### config.mk
export PLATFORM = sky130hd
export DESIGN_NAME = program_loader
export DESIGN_NICKNAME = d
export VERILOG_FILES = /design/src/rtl/program_loader.sv
export SDC_FILE = /design/constraint.sdc
export NUM_CORES = 1
export LEC_CHECK = 0
export ABC_CLOCK_PERIOD_IN_PS = 3050
export CAP_MARGIN = 10
export CORE_ASPECT_RATIO = 0.9
export CORE_MARGIN = 3
export CORE_UTILIZATION = 59
export DETAILED_ROUTE_END_ITERATION = 10
export PLACE_DENSITY = 0.87
export RECOVER_POWER = 100
export SYNTH_ARGS = -nofsm -noshare
export SYNTH_HDL_FRONTEND = slang
export SYNTH_SLANG_ARGS = --single-unit
### constraint.sdc
create_clock -name clk -period 3.05 [get_ports clk]
set_input_delay 0.4575 -clock clk [delete_from_list [all_inputs] [get_ports clk]]
set_output_delay 0.4575 -clock clk [all_outputs]
set_load 0.02 [all_outputs]
### src/rtl/program_loader.sv
// Boot loader: assembles 19-bit instructions from a host byte stream and writes
// them to instruction memory from address 0, holding the core until the load completes.
//
// state   | meaning
// --------+--------------------------------------------------------
// IDLE    | after reset, waiting for start; core held
// LEN_LO  | waiting for low byte of instruction count
// LEN_HI  | waiting for high nibble of instruction count
// B0      | waiting for instruction bits [7:0]
// B1      | waiting for instruction bits [15:8]
// B2      | waiting for instruction bits [18:16]
// WRITE   | one-cycle memory write of the assembled instruction
// DONE    | program loaded, core released
// ERROR   | malformed stream, core held
module program_loader #(
    parameter int INSTR_LEN = 19,
    parameter int ADDR_LEN  = 12,
    parameter int MEM_DEPTH = 4096
) (
    input  logic                 clk,
    input  logic                 rst,
    input  logic                 start,
    input  logic                 in_valid,
    input  logic [7:0]           in_data,
    output logic                 in_ready,
    output logic                 im_we,
    output logic [ADDR_LEN-1:0]  im_addr,
    output logic [INSTR_LEN-1:0] im_wdata,
    output logic                 cpu_hold,
    output logic                 busy,
    output logic                 done,
    output logic                 err,
    output logic [ADDR_LEN:0]    words_written
);

    localparam logic [3:0] S_IDLE   = 4'd0;
    localparam logic [3:0] S_LEN_LO = 4'd1;
    localparam logic [3:0] S_LEN_HI = 4'd2;
    localparam logic [3:0] S_B0     = 4'd3;
    localparam logic [3:0] S_B1     = 4'd4;
    localparam logic [3:0] S_B2     = 4'd5;
    localparam logic [3:0] S_WRITE  = 4'd6;
    localparam logic [3:0] S_DONE   = 4'd7;
    localparam logic [3:0] S_ERROR  = 4'd8;

    localparam logic [13:0] DEPTH_LIM = 14'(MEM_DEPTH);

    logic [3:0]          state;
    logic [3:0]          state_nxt;
    logic [7:0]          count_lo;
    logic [7:0]          byte0;
    logic [7:0]          byte1;
    logic [ADDR_LEN:0]   count;
    logic [ADDR_LEN:0]   ww_inc;
    logic [12:0]         hdr_raw;
    logic                hdr_bad;
    logic                accept;
    logic                can_start;

    assign accept    = in_valid && in_ready;
    assign hdr_raw   = {1'b0, in_data[3:0], count_lo};
    // Count is 13 bits wide so a full MEM_DEPTH program can be expressed and compared.
    assign hdr_bad   = (in_data[7:4] != 4'd0) || ({1'b0, hdr_raw} > DEPTH_LIM);
    assign ww_inc    = words_written + 1'b1;
    assign can_start = start && (state == S_IDLE || state == S_DONE || state == S_ERROR);

    always_comb begin
        state_nxt = state;
        case (state)
            S_IDLE:   if (start) state_nxt = S_LEN_LO;
            S_LEN_LO: if (accept) state_nxt = S_LEN_HI;
            S_LEN_HI: begin
                if (accept) begin
                    if (hdr_bad)
                        state_nxt = S_ERROR;
                    else if (hdr_raw == 13'd0)
                        state_nxt = S_DONE;
                    else
                        state_nxt = S_B0;
                end
            end
            S_B0:     if (accept) state_nxt = S_B1;
            S_B1:     if (accept) state_nxt = S_B2;
            S_B2: begin
                if (accept)
                    state_nxt = (in_data[7:3] != 5'd0) ? S_ERROR : S_WRITE;
            end
            S_WRITE:  state_nxt = (ww_inc == count) ? S_DONE : S_B0;
            S_DONE:   if (start) state_nxt = S_LEN_LO;
            S_ERROR:  if (start) state_nxt = S_LEN_LO;
            default:  state_nxt = S_IDLE;
        endcase
    end

    // Status outputs are registered copies of the next state so they change with it.
    always_ff @(posedge clk) begin
        if (!rst) begin
            state         <= S_IDLE;
            in_ready      <= 1'b0;
            im_we         <= 1'b0;
            im_addr       <= '0;
            im_wdata      <= '0;
            cpu_hold      <= 1'b1;
            busy          <= 1'b0;
            done          <= 1'b0;
            err           <= 1'b0;
            words_written <= '0;
            count_lo      <= '0;
            count         <= '0;
            byte0         <= '0;
            byte1         <= '0;
        end else begin
            state    <= state_nxt;
            in_ready <= state_nxt inside {S_LEN_LO, S_LEN_HI, S_B0, S_B1, S_B2};
            im_we    <= (state_nxt == S_WRITE);
            busy     <= state_nxt inside {S_LEN_LO, S_LEN_HI, S_B0, S_B1, S_B2, S_WRITE};
            done     <= (state_nxt == S_DONE);
            err      <= (state_nxt == S_ERROR);
            cpu_hold <= (state_nxt != S_DONE);

            if (can_start) begin
                words_written <= '0;
                im_addr       <= '0;
            end

            if (accept) begin
                case (state)
                    S_LEN_LO: count_lo <= in_data;
                    S_LEN_HI: count    <= (ADDR_LEN + 1)'(hdr_raw);
                    S_B0:     byte0    <= in_data;
                    S_B1:     byte1    <= in_data;
                    S_B2: begin
                        if (in_data[7:3] == 5'd0)
                            im_wdata <= INSTR_LEN'({in_data[2:0], byte1, byte0});
                    end
                    default: ;
                endcase
            end

            if (state == S_WRITE) begin
                im_addr       <= im_addr + 1'b1;
                words_written <= ww_inc;
            end
        end
    end

endmodule

==> results.yml, run 1 <==
setup_path:
  regToRegSetupSlack_ns: 0.30
  critPathRequiredTime_ns: 3.27
  slowest_stage: "ha_1"
  rr_endpoint: "busy"
  reg2reg_from: "words_written[0]"
  rr_worst_depth: 7
  worstPathArrival_ns: 2.97
  cp_cell_sequence: "ha_1 -> and4_1 -> and4_1 -> o221ai_1 -> or4_4 -> o31ai_2 -> a31oi_1"
  cp_common_cell: "and4_1"
  critPathKind: "register to register"
  path_max_fanout: 13
  endpoint_kind: "register"
  slowest_delay_ns: 0.50
  worstSetupStartpointType: "register"
finish:
  nNetsFinal: 589
  areaGrowthSynthToFinish_pct: 16.9
  nFillCells: 542
  antenna_cells: 0
  drive_gt1_share_pct: 5.35
power:
  switching_power_mw: 0.516
  intPower_mw: 1.64
  p_leak_nw: 1.94
  switching_share_pct: 23.9
  combPwrFrac_pct: 6.5
  pwr-share-clk_pct: 38.1
  p_per_area_nw_per_um2: 415
  vdd_ir_drop_max_uv: 274
  finalPower_mw: 2.15
  p_seq_share_pct: 55.4
timing:
  setup_violations: 0
  period_needed_ns: 2.75
  fin_setup_tns_ns: 0
  relSlewSlack_pct: 46.9
  worst_slew_pin_slew_ns: 0.797
  maxSlewViolCount: 0
  finalCritPeriodShare_pct: 90.1
  hold_violations: 0
  rsz0062_at_grt: "false"
  fmax_mhz: 364
  skew_ns: 0.0128
global_routing:
  grt_max_degree: 42
  grt_usage_pct: 25.7
  antenna_found_initial: 0
  grt_first_pass_wirelength_mm: 17.9
  grt_overflow: 0
  grt_pass1_vias: 3790
detailed_routing:
  wl_mm: 10.7
  drc: 0
  vias: 3996
  wl_per_cell_um: 15.9
  vias_per_cell: 5.95
  drtAntennaViolNets: 0
  drt_pass1_iterations: 5
  drt-initial-drc-count: 267
hold_path:
  min_path_type: "register to register"
  hold_depth: 2
  worstHoldStart: "byte0[3]"
  whs_endpoint: "im_wdata[3]"
logic_synthesis:
  synth_warnings: 0
  ys_seq_area_share_pct: 40.6
  ys_ff_latch: 90
  syn_avg_cell_area_um2: 8.38
  synth_largest_area_cell: "dfxtp_1"
  yosysUniqueCellTypes: 65
  ys_top_cells_by_area: "dfxtp_1 41%, nand2_1 8.0%, a21boi_0 7.1%, mux2i_1 4.1%, nor2b_1 3.5%"
  netlist_area_um2: 4440
  synth.net_count: 544
  synth_top_area_share_pct: 40.6
  ys.flop_type: "dfxtp_1"
  netlist_instances: 530
  synth_edf_count: 0
  synth-async-reset-ratio_pct: 0
floorplan:
  io_pins: 62
  start_util_pct: 61.8
  core.rowCount: 29
  die_h_um: 88.3
  dieWidth_um: 97.4
  core_um2: 7180
  die_area_um2: 8600
clock_network:
  tritoncts: "yes"
  cts_inserted_buffers: 9
  cts_resized: 0
  clkTransAtPathRegs_ns: 0.09
  postCtsSetupRepairBufs: 0
  h-tree-depth: 3
  cts-hold-fix-buffers: 0
  insertion_delay_ns: 0.36
  clk_path_buf_depth: 2
  root_buffer: "clkbuf_8"
  clock_sinks: 90
outcome:
  outcome: "completed"
placement:
  gp_congestion: 0.936
  port-buffer-count: 61
  hpwlAfterDp_mm: 7.38
run:
  maxCapViolations: 0
cell families (layout without fill, tap and decap cells):
| family | count (synthesis) | in the layout | share of synthesized area [%] |
|---|---|---|---|
| compound gates | 135 | 135 | 20.1 |
| xor+xnor | 14 | 14 | 2.76 |
| fa+ha+maj | 2 | 2 | 0.563 |
| buf+inv | 41 | 90 | 5.16 |
| flops | 90 | 90 | 40.6 |
| mux | 19 | 19 | 4.31 |
| simple gates | 229 | 229 | 26.6 |
layout make-up:
cell class              instances  area [µm²]  area share (%)
clock buffers                  10         138            2.65
clock inverters                 5        62.6            1.21
inverters                       3        11.3           0.217
multi-input cells             399        2390            46.1
flip-flops and latches         90        1800            34.7
well taps                      93         116            2.24
repair buffers                 72         667            12.8
synthesized netlist by cell type, types with 3 or more instances:
| master | count |
|---|---|
| nor3_1 | 11 |
| clkbuf_1 | 17 |
| xor2_1 | 7 |
| buf_2 | 9 |
| a21boi_0 | 42 |
| buf_6 | 7 |
| nand4_1 | 5 |
| nand3b_1 | 4 |
| mux2i_1 | 18 |
| and2_1 | 14 |
| nor2_1 | 16 |
| and3_1 | 4 |
| a21oi_1 | 25 |
| a31oi_1 | 11 |
| nor4_1 | 4 |
| nand3_1 | 26 |
| o21a_1 | 3 |
| buf_4 | 3 |
| dfxtp_1 | 90 |
| xnor2_1 | 7 |
| nand2_1 | 95 |
| nor2b_1 | 25 |
| o21ai_0 | 31 |
power by group through the flow:
stage / Sequential, mW / Combinational [mW] / Clock [mW]
5_1_grt: 1.20 / 0.153 / 0.885
3_5_place_dp: 1.22 / 0.140 / 0
6_report: 1.19 / 0.140 / 0.820
2_1_floorplan: 1.22 / 0.0830 / 0
3_3_place_gp: 1.22 / 0.138 / 0
4_1_cts: 1.19 / 0.142 / 0.841
cells in the final DEF, fill, tap and decap left out, drive strengths merged, types with 6 or more instances in the layout:
cell / Yosys / layout
xnor2: 7 / 7
clkdlybuf4s50: 0 / 8
and2: 17 / 17
nand3: 26 / 26
dfxtp: 90 / 90
nand4: 6 / 6
nor2: 16 / 16
a21boi: 43 / 43
clkbuf: 17 / 16
nand2: 95 / 95
nor3: 11 / 11
a31oi: 11 / 11
o21ai: 31 / 31
xor2: 7 / 7
dlygate4sd3: 0 / 52
a21oi: 25 / 25
nor2b: 25 / 25
buf: 21 / 6
mux2i: 18 / 18
worst max-delay path by stage:
stage          cells past startpoint  slack, ns             start           end
4_1_cts                            7       0.40  words_written[0]          busy
3_3_place_gp                       7       0.51        in_data[7]  im_wdata[17]
3_5_place_dp                       7       0.38        in_data[7]  im_wdata[13]
6_report                           7       0.30  words_written[0]          busy
2_1_floorplan                      8       0.80  words_written[1]      in_ready
5_1_grt                            7       0.07  words_written[0]          busy
routing by layer:
metal | track usage [%] | wire length [µm] | part of all wire, % | vias up
met5 | 0 | 0 | 0 | -
met4 | 6.79 | 97 | 0.91 | 0
met3 | 6.78 | 770 | 7.2 | 12
met2 | 43.9 | 5170 | 48 | 151
met1 | 32.7 | 4640 | 43 | 1872
li1 | - | - | - | 1961
state kept, by name (all words and copies together) (netlist names), 4 cells and up:
register	count
byte1	8
byte0	8
im_addr	12
im_wdata	19
state	4
count	12
words_written	13
count_lo	8
stage by stage:
step	hold slack [ns]	cell area, µm²	std cells	utilization [%]	setup WS [ns]
finish	0.462	5190	672	72.3	0.303
global route	0.483	5190	672	72.3	0.0652
CTS	0.471	5230	672	72.8	0.396
detailed placement	0.457	5030	657	70.0	0.377
global placement	0.445	5030	657	70.0	0.515
floorplan	0.431	4440	530	-	0.803
critical path: cells and delay by family (launching register included):
family / cells / cell delay (ns)
DFF: 1 / 0.48
adders and majority gates: 1 / 0.50
AOI/OAI and AO/OA: 3 / 0.56
and+or+nand+nor: 3 / 1.08
No activity file was read; power rests on OpenSTA's default activity.
==> run 2, diff against run 1 <==
Settings changed: CAP_MARGIN 10 to 20, SETUP_SLACK_MARGIN set to 0.05.
==> results of run 2 <==
Same layout as run 1: the final DEF is identical, and so are final timing and power.
